===== src/rtl/seg7_scan_ctrl_pkg.sv =====
// Shared constants for the 7-segment scan controller: blank pattern, scan states
// and the active-low gfedcba hex decode table.
package seg7_scan_ctrl_pkg;

   localparam logic [6:0] SEG_OFF = 7'h7F;

   typedef enum logic [1:0] {
      ST_OFF  = 2'd0,
      ST_GAP  = 2'd1,
      ST_SHOW = 2'd2
   } scan_state_e;

   // Entry k is the pattern for hex value k (listed F down to 0).
   localparam logic [15:0][6:0] SEG_TABLE = {
      7'h0E, 7'h06, 7'h21, 7'h46, 7'h03, 7'h08, 7'h10, 7'h00,
      7'h78, 7'h02, 7'h12, 7'h19, 7'h30, 7'h24, 7'h79, 7'h40
   };

endpackage


===== src/rtl/decoderBCD.sv =====
// Hex nibble to active-low gfedcba segment pattern, purely combinational.
module decoderBCD
   import seg7_scan_ctrl_pkg::*;
(
   input  logic [3:0] nibble,
   output logic [6:0] seg_n
);

   always_comb begin
      seg_n = SEG_TABLE[nibble];
   end

endmodule


===== src/rtl/seg7_scan_tick.sv =====
// Slot prescaler and digit index for multiplexed scanners; both are held at zero
// whenever run is low so a restart always begins at digit 0.
module seg7_scan_tick #(
   parameter int DIV        = 50000,
   parameter int NUM_DIGITS = 4,
   parameter int CW         = $clog2(DIV),
   parameter int IW         = (NUM_DIGITS > 1) ? $clog2(NUM_DIGITS) : 1
) (
   input  logic          clk,
   input  logic          rst,
   input  logic          run,
   output logic          tick,
   output logic          wrap,
   output logic [IW-1:0] idx,
   output logic [CW-1:0] cnt
);

   localparam logic [CW-1:0] CNT_LAST = CW'(DIV - 1);
   localparam logic [IW-1:0] IDX_LAST = IW'(NUM_DIGITS - 1);

   logic [CW-1:0] cnt_d, cnt_q;
   logic [IW-1:0] idx_d, idx_q;

   always_comb begin
      tick  = run && (cnt_q == CNT_LAST);
      wrap  = tick && (idx_q == IDX_LAST);
      cnt_d = {CW{1'b0}};
      idx_d = {IW{1'b0}};
      if (run) begin
         if (tick) begin
            cnt_d = {CW{1'b0}};
            idx_d = (idx_q == IDX_LAST) ? {IW{1'b0}} : idx_q + IW'(1);
         end else begin
            cnt_d = cnt_q + CW'(1);
            idx_d = idx_q;
         end
      end else begin
         cnt_d = {CW{1'b0}};
         idx_d = {IW{1'b0}};
      end
   end

   always_ff @(posedge clk or posedge rst) begin
      if (rst) begin
         cnt_q <= {CW{1'b0}};
         idx_q <= {IW{1'b0}};
      end else begin
         cnt_q <= cnt_d;
         idx_q <= idx_d;
      end
   end

   assign idx = idx_q;
   assign cnt = cnt_q;

endmodule


===== src/rtl/seg7_scan_ctrl.sv =====
// N-digit common-anode 7-segment scan controller with frame-coherent data commit
// and a blank gap at the start of every digit slot to suppress ghosting.
module seg7_scan_ctrl
   import seg7_scan_ctrl_pkg::*;
#(
   parameter int NUM_DIGITS = 4,
   parameter int DIV        = 50000,
   parameter int GAP        = 16
) (
   input  logic                    clk,
   input  logic                    rst,
   input  logic                    enable,
   input  logic                    load,
   input  logic [4*NUM_DIGITS-1:0] data_in,
   input  logic [NUM_DIGITS-1:0]   dp_in,
   input  logic [NUM_DIGITS-1:0]   blank_in,
   output logic                    load_ack,
   output logic [6:0]              seg,
   output logic                    dp,
   output logic [NUM_DIGITS-1:0]   an
);

   localparam int CW = $clog2(DIV);
   localparam int IW = (NUM_DIGITS > 1) ? $clog2(NUM_DIGITS) : 1;
   localparam logic [CW-1:0] GAP_LAST = CW'((GAP > 0) ? GAP - 1 : 0);

   scan_state_e state_d, state_q;

   logic                         run_s, tick_s, wrap_s, show_s;
   logic [IW-1:0]                idx_s;
   logic [CW-1:0]                cnt_s;
   logic [3:0]                   nib_s;
   logic [6:0]                   dec_s;

   logic [NUM_DIGITS-1:0][3:0]   stg_data_d, stg_data_q, act_data_d, act_data_q;
   logic [NUM_DIGITS-1:0]        stg_dp_d, stg_dp_q, act_dp_d, act_dp_q;
   logic [NUM_DIGITS-1:0]        stg_blank_d, stg_blank_q, act_blank_d, act_blank_q;
   logic                         pending_d, pending_q;
   logic                         ack_d, ack_q;
   logic [6:0]                   seg_d, seg_q;
   logic                         dp_d, dp_q;
   logic [NUM_DIGITS-1:0]        an_d, an_q;

   assign run_s = enable && (state_q != ST_OFF);

   seg7_scan_tick #(
      .DIV        (DIV),
      .NUM_DIGITS (NUM_DIGITS),
      .CW         (CW),
      .IW         (IW)
   ) u_tick (
      .clk  (clk),
      .rst  (rst),
      .run  (run_s),
      .tick (tick_s),
      .wrap (wrap_s),
      .idx  (idx_s),
      .cnt  (cnt_s)
   );

   always_comb begin
      state_d = state_q;
      if (!enable) begin
         state_d = ST_OFF;
      end else begin
         case (state_q)
            ST_OFF:  state_d = (GAP == 0) ? ST_SHOW : ST_GAP;
            ST_GAP:  state_d = (cnt_s == GAP_LAST) ? ST_SHOW : ST_GAP;
            ST_SHOW: begin
               if (tick_s) begin
                  state_d = (GAP == 0) ? ST_SHOW : ST_GAP;
               end else begin
                  state_d = ST_SHOW;
               end
            end
            default: state_d = ST_OFF;
         endcase
      end
   end

   // A load in the wrap cycle wins: it restages and the commit waits one more frame.
   always_comb begin
      stg_data_d  = stg_data_q;
      stg_dp_d    = stg_dp_q;
      stg_blank_d = stg_blank_q;
      act_data_d  = act_data_q;
      act_dp_d    = act_dp_q;
      act_blank_d = act_blank_q;
      pending_d   = pending_q;
      ack_d       = 1'b0;
      if (load) begin
         stg_data_d  = data_in;
         stg_dp_d    = dp_in;
         stg_blank_d = blank_in;
         pending_d   = 1'b1;
      end else if (wrap_s && pending_q) begin
         act_data_d  = stg_data_q;
         act_dp_d    = stg_dp_q;
         act_blank_d = stg_blank_q;
         pending_d   = 1'b0;
         ack_d       = 1'b1;
      end else begin
         pending_d   = pending_q;
      end
   end

   assign nib_s = act_data_q[idx_s];

   decoderBCD u_dec (
      .nibble (nib_s),
      .seg_n  (dec_s)
   );

   // enable gates the outputs directly so the display goes dark on the next edge.
   always_comb begin
      show_s = enable && (state_q == ST_SHOW) && !act_blank_q[idx_s];
      seg_d  = SEG_OFF;
      dp_d   = 1'b1;
      an_d   = {NUM_DIGITS{1'b1}};
      if (show_s) begin
         seg_d       = dec_s;
         dp_d        = ~act_dp_q[idx_s];
         an_d[idx_s] = 1'b0;
      end else begin
         seg_d = SEG_OFF;
      end
   end

   always_ff @(posedge clk or posedge rst) begin
      if (rst) begin
         state_q     <= ST_OFF;
         stg_data_q  <= '{default: 4'h0};
         stg_dp_q    <= {NUM_DIGITS{1'b0}};
         stg_blank_q <= {NUM_DIGITS{1'b0}};
         act_data_q  <= '{default: 4'h0};
         act_dp_q    <= {NUM_DIGITS{1'b0}};
         act_blank_q <= {NUM_DIGITS{1'b0}};
         pending_q   <= 1'b0;
         ack_q       <= 1'b0;
         seg_q       <= SEG_OFF;
         dp_q        <= 1'b1;
         an_q        <= {NUM_DIGITS{1'b1}};
      end else begin
         state_q     <= state_d;
         stg_data_q  <= stg_data_d;
         stg_dp_q    <= stg_dp_d;
         stg_blank_q <= stg_blank_d;
         act_data_q  <= act_data_d;
         act_dp_q    <= act_dp_d;
         act_blank_q <= act_blank_d;
         pending_q   <= pending_d;
         ack_q       <= ack_d;
         seg_q       <= seg_d;
         dp_q        <= dp_d;
         an_q        <= an_d;
      end
   end

   assign load_ack = ack_q;
   assign seg      = seg_q;
   assign dp       = dp_q;
   assign an       = an_q;

endmodule


===== config.mk =====
export PLATFORM = sky130hd
export DESIGN_NAME = seg7_scan_ctrl
export DESIGN_NICKNAME = d
export VERILOG_FILES = /design/src/rtl/seg7_scan_ctrl_pkg.sv /design/src/rtl/decoderBCD.sv /design/src/rtl/seg7_scan_tick.sv /design/src/rtl/seg7_scan_ctrl.sv
export SDC_FILE = /design/constraint.sdc
export NUM_CORES = 1
export LEC_CHECK = 0
export ABC_AREA = 1
export CELL_PAD_IN_SITES_DETAIL_PLACEMENT = 1
export CELL_PAD_IN_SITES_GLOBAL_PLACEMENT = 1
export CORE_MARGIN = 8
export CORE_UTILIZATION = 35
export DETAILED_ROUTE_END_ITERATION = 16
export DONT_BUFFER_PORTS = 1
export MAX_ROUTING_LAYER = met4
export PLACE_DENSITY_LB_ADDON = 0.3
export SLEW_MARGIN = 20
export SYNTH_ARGS = -nofsm -noshare
export SYNTH_HDL_FRONTEND = slang
export SYNTH_SLANG_ARGS = --single-unit
export TNS_END_PERCENT = 50

===== constraint.sdc =====
create_clock -name clk -period 3 [get_ports clk]
set_input_delay 0.6 -clock clk [delete_from_list [all_inputs] [get_ports clk]]
set_output_delay 0.6 -clock clk [all_outputs]
set_load 0.1 [all_outputs]

# Word level (Yosys, flattened, before mapping)
# Memories as Yosys holds them, arrays and structs flattened.
# Cells that the tools add are included.
[classes] n_addsub=2 magnitude_cmp=3 eq_ne=6 mux=25 n_bitwise=3 n_reduce_logical=12
[ops] op="two-way mux 16 bit" count=2
[ops] op="adder 16 x 1 -> 16 bit, second input constant" count=1
[ops] op="equality test 16 bit, second input constant" count=1
[ops] op="equality test 16 x 4 -> 1 bit, second input constant" count=1
[ops] op="two-way mux 7 bit" count=2
[ops] op="two-way mux 2 bit" count=6
[ops] op="binary-select mux 4 bit (select 2 bit)" count=1
[ops] op="two-way mux 1 bit" count=8
[ops] op="two-way mux 4 bit" count=2
[ops] op="logical AND 1 bit" count=7
[ops] op="one-hot mux 2 bit (3 select lines)" count=1
[ops] op="less-than comparator 4 x 5 -> 1 bit, second input constant" count=1
[ops] op="binary-select mux 1 bit (select 2 bit)" count=2
[ops] op="equality test 2 bit, second input constant" count=2
[ops] op="NOT 4 bit" count=1
[ops] op="nonzero test 2 bit" count=2
[ops] op="less-than comparator 2 x 3 -> 1 bit, second input constant" count=1
[ops] op="adder 2 x 1 -> 2 bit, second input constant" count=1
[ops] op="demux 1 bit (select 2 bit)" count=1
[ops] op="equality test 2 x 1 -> 1 bit, second input constant" count=1
[ops] op=">= comparator 2 x 1 -> 1 bit, second input constant" count=1
[ops] op="logical NOT 2 bit" count=1
[ops] op="inequality test 2 bit, second input constant" count=1
[ops] op="NOT 1 bit" count=2
[ops] op="other kinds (2)" count=2
[totals] reg_bits=82 mem_bits_ro=112 in_bits=28 out_inout_bits=13 word_cells=72 memories=1
[mem_list] memory="(name not given)" depth=16 width=7 read_ports=1 rd_ports_with_merged_regs=0 wr=0 line_no="decoderBCD.sv:10" text="seg_n = SEG_TABLE[nibble];"

# Longest topological paths before layout
# Gate-level depths: netlist of the first run.
[depth] word_depth=7 mapped_depth=11 ltp_nobuf=10

# Modules after synthesis
# From an unflattened synthesis of the first run, not the netlist that was laid out.
[hier_totals] hier_cells=451 hier_area_um2=3822.4
[modules_own_cells] module="seg7_scan_ctrl" instances=1 cells_each=277 area_per_inst_um2=2557.5 seq_area_each_um2=1616.6
[modules_own_cells] module="seg7_scan_tick" instances=1 cells_each=125 area_per_inst_um2=991.0 seq_area_each_um2=450.4
[modules_own_cells] module="decoderBCD" instances=1 cells_each=49 area_per_inst_um2=274.0 seq_area_each_um2=0.0

# Least setup slack after synthesis of the first run
# OpenSTA, ideal clock, no wires.
[synth_timing] path_kind="flip-flop to flip-flop" startpoint="reg u_tick.idx_q[0], in the netlist u_tick.idx[0]" endpoint="reg seg_q[0], in the netlist seg[0]" setup_ns=0.088 t_arrival_ns=1.575 required_ns=2.912 path_slack_ns=1.338 stages_incl_launch_ff=12 n_path_buf=1 synth_period_minus_slack_ns=1.662 path_cell_list="dfrtp_1 -> inv_1 -> buf_2 -> nand2_1 -> nand3_1 -> nand2_1 -> inv_1 -> ha_1 -> inv_1 -> nor2_1 -> a21oi_1 -> o21ai_0"
[synth_via] elab_chain_cells=5
[synth_rtl] item="from (decl)" line_no="seg7_scan_tick.sv:22" text="logic [IW-1:0] idx_d, idx_q;"
[synth_rtl] item="from (signal assigned)" line_no="seg7_scan_tick.sv:46" text="idx_q <= {IW{1'b0}};"
[synth_rtl] item="from (signal assigned)" line_no="seg7_scan_tick.sv:49" text="idx_q <= idx_d;"
[synth_rtl] item="binary-select mux 4 bit (select 2 bit) / binary-select mux 1 bit (select 2 bit) (equally long branches)" line_no="seg7_scan_ctrl.sv:107, seg7_scan_ctrl.sv:116"
[synth_rtl] item="two-way mux 4 bit (not written as such) / two-way mux 1 bit (equally long branches)" line_no="seg7_scan_ctrl.sv:107, seg7_scan_ctrl.sv:116"
[synth_rtl] item="memory (16 x 7 bit) / logical NOT 1 bit (equally long branches)"
[synth_rtl] item="two-way mux 7 bit (not written as such) / logical AND 1 bit (equally long branches)" line_no="decoderBCD.sv:10, seg7_scan_ctrl.sv:116"
[synth_rtl] item="two-way mux 7 bit *" line_no="seg7_scan_ctrl.sv:120" text="if (show_s) begin"
[synth_rtl] item="via seg_d[0]" line_no="seg7_scan_ctrl.sv:40" text="logic [6:0] seg_d, seg_q;"
[synth_rtl] item="to (signal assigned)" line_no="seg7_scan_ctrl.sv:153" text="seg_q <= seg_d;"
[synth_rtl] item="to (decl)" line_no="seg7_scan_ctrl.sv:40"
# The timed path passes the listed nets; every way through them passes the cells marked *. The select of a mux whose other input is x is not followed.
# A chain may end at the register's enable or synchronous reset.

# Final worst setup path of the first run
# Ends and elaborated chain as after synthesis.

==> flow_summary.json, run 1 <==
{
  "dieArea_mm2": 0.0151,
  "htreeDepth": 3,
  "async_flop_share_pct": 100,
  "grt_pass1_wl_mm": 16.2,
  "placed_area_mm2": 0.00413,
  "dieHeight_um": 123,
  "yosysSeqAreaShare_pct": 51.7,
  "cts_root_buf": "clkbuf_16",
  "status": "complete, no violations",
  "cp_max_fo": 17,
  "finalWirelength_mm": 9.29,
  "grt_max_degree": 83,
  "clockPowerShare_pct": 45.1,
  "switching_share_pct": 23.4,
  "ioPinCount": 41,
  "synth_cell_types": 28,
  "cts_resized": 0,
  "finalHoldViolCount": 0,
  "initial_utilization_pct": 35.5,
  "synth_seq_cells": 82,
  "maxCapViolCount": 0,
  "setup_violations": 0,
  "via_per_inst": 4.69,
  "p_sw_w": 0.000524,
  "fin_crit_ns": 2.36,
  "die_w_um": 123,
  "vias": 2957,
  "seqPwrFrac_pct": 51.2,
  "port_buffers": 0,
  "worstSetupEndpointType": "flop",
  "drc": 0,
  "first_global_vias": 3275,
  "overflow": 0,
  "syn_area_mm2": 0.00400,
  "synth_edf_count": 0,
  "power_density_mw_per_mm2": 511,
  "leakage_nw": 2.09,
  "synth_warnings": 0,
  "syn_inst": 482,
  "clkSinkCount": 82,
  "antenna_found_initial": 0,
  "fin_area_mm2": 0.00439,
  "firstDrtPassIters": 4,
  "layout-drive-gt1-share_pct": 10.7,
  "ir_worst_vdd_v": 0.000208,
  "comb_power_share_pct": 3.8,
  "critPathRequiredTime_ns": 3.26,
  "worst_slew_margin_rel_pct": 42.1,
  "ctsHoldBuffers": 0,
  "gp_congestion": 0.810,
  "clk_latency_ns": 0.34,
  "period_share_pct": 78.8,
  "tritoncts": "built",
  "fin_tns_setup_ns": 0,
  "drv_slew": 0,
  "rr_worst_depth": 10,
  "synth_top_flop_cell": "dfrtp_1",
  "r2r_end": "seg[0]",
  "syn_area_per_cell_um2": 8.30,
  "start_kind": "flop",
  "worstMarginPinSlew_ns": 0.869,
  "grtUsageTotal_pct": 14.2,
  "dp_hpwl_mm": 6.73,
  "skew_ns": 0.00722,
  "cp.arrival_ns": 2.62,
  "antenna_left": 0,
  "syn2layout_area_growth_pct": 9.73,
  "rsz0062_at_grt": "no",
  "fmax_mhz": 423,
  "setup.worst_path.class": "flop to flop",
  "drt_iter0_markers": 172,
  "intPower_w": 0.00172,
  "cts_buffers": 9,
  "cts_buffer_depth": 2,
  "final_nets": 521,
  "post_cts_buffers": 0,
  "clkTransAtPathRegs_ns": 0.06,
  "layout_common_cells": "nand2_1, inv_1, dfrtp_1",
  "reg2reg_from": "u_tick.idx[0]",
  "wl_per_cell_um": 14.7,
  "reg2reg_slack_ns": 0.64,
  "final_common_cell": "nand2_1",
  "syn-num-nets": 521,
  "rows": 39,
  "core_mm2": 0.0113,
  "hp-class": "primary input to asynchronous set/reset pin",
  "diodes": 0
}
==> sequential cells by signal, indices dropped and copies added, names as in the netlist <==
| signal | cells |
|---|---|
| stg_blank_q | 4 |
| act_dp_q | 4 |
| seg | 7 |
| stg_data_q | 16 |
| act_blank_q | 4 |
| u_tick.idx | 2 |
| act_data_q | 16 |
| pending_q | 1 |
| dp | 1 |
| stg_dp_q | 4 |
| u_tick.cnt | 16 |
| an | 4 |
| state_q | 2 |
| load_ack | 1 |
==> cells in the mapped netlist, types with 6 or more instances <==
| cell type | count | area share (%) |
|---|---|---|
| a21oi_1 | 14 | 1.8 |
| dfstp_2 | 12 | 7.9 |
| o21ai_0 | 39 | 4.9 |
| nor3_1 | 6 | 0.75 |
| clkbuf_1 | 6 | 0.56 |
| dfrtp_1 | 70 | 44 |
| nand3_1 | 34 | 4.3 |
| ha_1 | 11 | 3.4 |
| o21ai_2 | 11 | 2.4 |
| inv_1 | 78 | 7.3 |
| nor2_1 | 40 | 3.8 |
| nand2_1 | 125 | 12 |
==> worst max-delay path by stage <==
stage,start,end,slack [ns],depth (start not counted)
final,u_tick.idx[0],seg[0],0.64,10
after global routing,u_tick.idx[0],seg[0],0.36,10
after CTS,u_tick.idx[0],seg[0],0.63,10
after detailed placement,u_tick.idx[0],seg[0],0.63,10
after global placement,u_tick.idx[0],seg[0],0.69,10
after floorplan,rst,act_blank_q[0],0.31,1
==> layout make-up <==
type | count | area (µm²)
Clock buffer | 11 | 233
Fill cell | 1344 | 6880
Inverter | 81 | 305
Timing Repair Buffer | 2 | 27.5
Clock inverter | 5 | 31.3
Sequential cell | 82 | 2070
Multi-Input combinational cell | 306 | 1550
Tap cell | 143 | 179
==> worst max-delay path, stage by stage, from the launching register on <==
cell and delay [ns]:
dfrtp_1 0.68, inv_1 0.37, nand2_1 0.13, nand3_1 0.07, nand2_1 0.23, inv_1 0.10, ha_1 0.22, inv_1 0.10
nor2_1 0.05, a21oi_1 0.19, o21ai_0 0.12
==> routing by layer <==
metal / global-route usage (%) / vias to the layer above / routed length [µm]
met3: 2.97 / 13 / 289
li1: - / 1500 / -
met4: 6.25 / 0 / 151
met2: 21.8 / 38 / 4300
met5: - / - / 0
met1: 17.8 / 1406 / 4550
==> cells by family (layout without fill, tap and decap cells) <==
family          Yosys count  after routing  synth area share, %
compound gates           71             71                 10.4
xor+xnor                  6              6                 1.31
fa+ha+maj                11             11                 3.44
buf+inv                  94             99                 9.67
flops                    82             82                 51.7
simple gates            218            218                 23.5
==> stage by stage <==
stage               setup slack, ns  total power [W]  util, %  hold slack [ns]  std cells
floorplan                     0.311          0.00123        -            0.433        482
global placement              0.691          0.00125     36.6            0.444        614
detailed placement            0.632          0.00125     36.6            0.456        614
CTS                           0.628          0.00228     38.9            0.250        630
global route                  0.358          0.00234     38.9            0.252        630
finish                        0.637          0.00224     38.9            0.215        630
==> power groups by stage <==
stage,sequential (W),combinational (W),clock [W]
floorplan,0.00116,0.0000685,0
global placement,0.00116,0.0000847,0
detailed placement,0.00117,0.0000877,0
CTS,0.00115,0.0000883,0.00104
global route,0.00115,0.000103,0.00109
finish,0.00115,0.0000841,0.00101
(Power assumes the default switching activity.)
==> run 2: changes to the inputs <==
Settings changed: ABC_AREA 1 to 0.
Clock period 3 ns to 2.3 ns, I/O delays scaled along.
==> flow_summary.json, run 2 <==
{
  "grt_max_degree": 83,
  "rsz0062_at_grt": "no",
  "first_global_vias": 2436,
  "yosysMostFrequentCell": "dfrtp_1",
  "synth_top_flop_cell": "dfrtp_1",
  "yosysSeqAreaShare_pct": 53.3,
  "final_nets": 336,
  "final_common_cell": "dfrtp_1",
  "maxCapViolCount": 0,
  "finalWirelength_mm": 7.52,
  "fin_crit_ns": 2.12,
  "synth_top_cells_by_count": "dfrtp_1, mux2_2, mux2_4, nor2_1, nand2_1",
  "grtUsageMet3_pct": 2.84,
  "dieHeight_um": 121,
  "cts_buffer_depth": 2,
  "cts_resized": 0,
  "worstSetupEndpointType": "flop",
  "synth_top_area_share_pct": 45.2,
  "drv_slew": 0,
  "clk_latency_ns": 0.35,
  "dieArea_mm2": 0.0147,
  "tritoncts": "built",
  "layout-drive-gt1-share_pct": 33.8,
  "gp_congestion": 0.737,
  "ir_worst_vdd_v": 0.000258,
  "yosysTopAreaCell": "dfrtp_1",
  "worstMarginPinSlew_ns": 0.499,
  "clkTransAtPathRegs_ns": 0.09,
  "syn-num-nets": 330,
  "cp.arrival_ns": 2.36,
  "clkSinkCount": 82,
  "firstDrtPassIters": 4,
  "dpl_worst_slack_ns": 0.178,
  "drc": 0,
  "port_buffers": 0,
  "via_per_inst": 4.99,
  "synth_edf_count": 0,
  "critPathRequiredTime_ns": 2.54,
  "syn_inst": 291,
  "ioPinCount": 41,
  "grt_use_met2_pct": 16.8,
  "syn_area_per_cell_um2": 13.3,
  "syn2layout_area_growth_pct": 9.11,
  "grt.busiest_layer": "met2",
  "yosys-top-cells-area": "dfrtp_1, mux2_2, dfstp_2",
  "initial_utilization_pct": 35.7,
  "rows": 38,
  "antenna_found_initial": 1,
  "grtUsageMet1_pct": 14.9,
  "cp_max_fo": 24,
  "ctsHoldBuffers": 0,
  "worst_slew_margin_rel_pct": 66.8,
  "layout_common_cells": "dfrtp_1, mux2_2, mux2_4",
  "period_share_pct": 92.3,
  "htreeDepth": 3,
  "setup_violations": 0,
  "hp-class": "primary input to asynchronous set/reset pin",
  "vias": 2212,
  "skew_ns": 0.00804,
  "synth_warnings": 0,
  "antenna_left": 0,
  "finalHoldViolCount": 0,
  "grt_pass1_wl_mm": 13.0,
  "leakage_nw": 1.74,
  "dp_hpwl_mm": 5.54,
  "cts_root_buf": "clkbuf_8",
  "syn_area_mm2": 0.00387,
  "synth_seq_cells": 82,
  "start_kind": "flop",
  "setup.worst_path.class": "flop to flop",
  "drt_iter0_markers": 101,
  "synth_cell_types": 47,
  "hold_slack_ns": 0.0893,
  "die_w_um": 121,
  "cts_buffers": 9,
  "core_mm2": 0.0108,
  "power_density_mw_per_mm2": 606,
  "wl_per_cell_um": 17.0,
  "grtUsageTotal_pct": 11.5,
  "fmax_mhz": 471,
  "post_cts_buffers": 0,
  "worst_slack_ns": 0.177,
  "async_flop_share_pct": 100,
  "fin_tns_setup_ns": 0,
  "status": "complete, no violations",
  "overflow": 0
}
run 2: kinds of logic (layout without fill, tap and decap cells):
kind of cell	after synthesis	count (layout)	synth area share, %
flip-flops	82	82	53.3
AND/OR/NAND/NOR	77	77	11.2
multiplexers	60	60	21.3
AO/OA/AOI/OAI	24	24	4.00
buffers and inverters	21	32	3.00
XOR/XNOR	16	16	3.62
adder cells (fa/ha/maj)	11	11	3.55
other	0	1	0
run 2: cell type report:
class | instances | area, µm²
sequential | 82 | 2070
inverter | 9 | 37.5
multi-input combinational | 188 | 1690
tap | 140 | 175
timing repair buffer | 7 | 77.6
fill | 1152 | 6610
clock buffer | 9 | 124
clock inverter | 7 | 52.6
antenna | 1 | 2.50
run 2: metrics by stage:
stage	total power [W]	area, µm²	util [%]	std cells
floorplan	0.00162	3880	-	291
global placement	0.00164	4050	37.4	426
detailed placement	0.00165	4050	37.4	426
CTS	0.00261	4230	39.0	442
global route	0.00268	4230	39.0	443
finish	0.00256	4230	39.0	443
run 2: layer usage:
layer  vias to the layer above  wire (µm)
li1                       1048          -
met4                         0        138
met1                      1119       3660
met2                        36       3410
met5                         -          0
met3                         9        314
run 2: final timing paths:
path	startpoint	endpoint	slack (ns)	cells past startpoint
setup / recovery	u_tick.cnt[0]	act_data_q[11]	0.18	6
hold / removal	rst	act_dp_q[0]	0.09	2
setup reg to reg	u_tick.cnt[0]	act_data_q[11]	0.18	6
hold reg to reg	u_tick.cnt[0]	u_tick.cnt[0]	0.50	1
max in group asynchronous	rst	u_tick.cnt[13]	1.87	2
min in group clk	enable	state_q[1]	0.22	2
run 2: worst max-delay path, stage by stage (launching register included):
cell and delay (ns):
dfrtp_1 0.40, ha_1 0.24, and3_2 0.26, nand3_4 0.14, nor4_4 0.36, buf_12 0.25
mux2_2 0.36
run 2: report_power, final:
group / leakage (nW) / internal (W) / switching [W]
clock: 0.0957 / 0.000403 / 0.000544
sequential: 1.04 / 0.00149 / 0.0000284
combinational: 0.602 / 0.0000498 / 0.0000477
total: 1.74 / 0.00194 / 0.000620
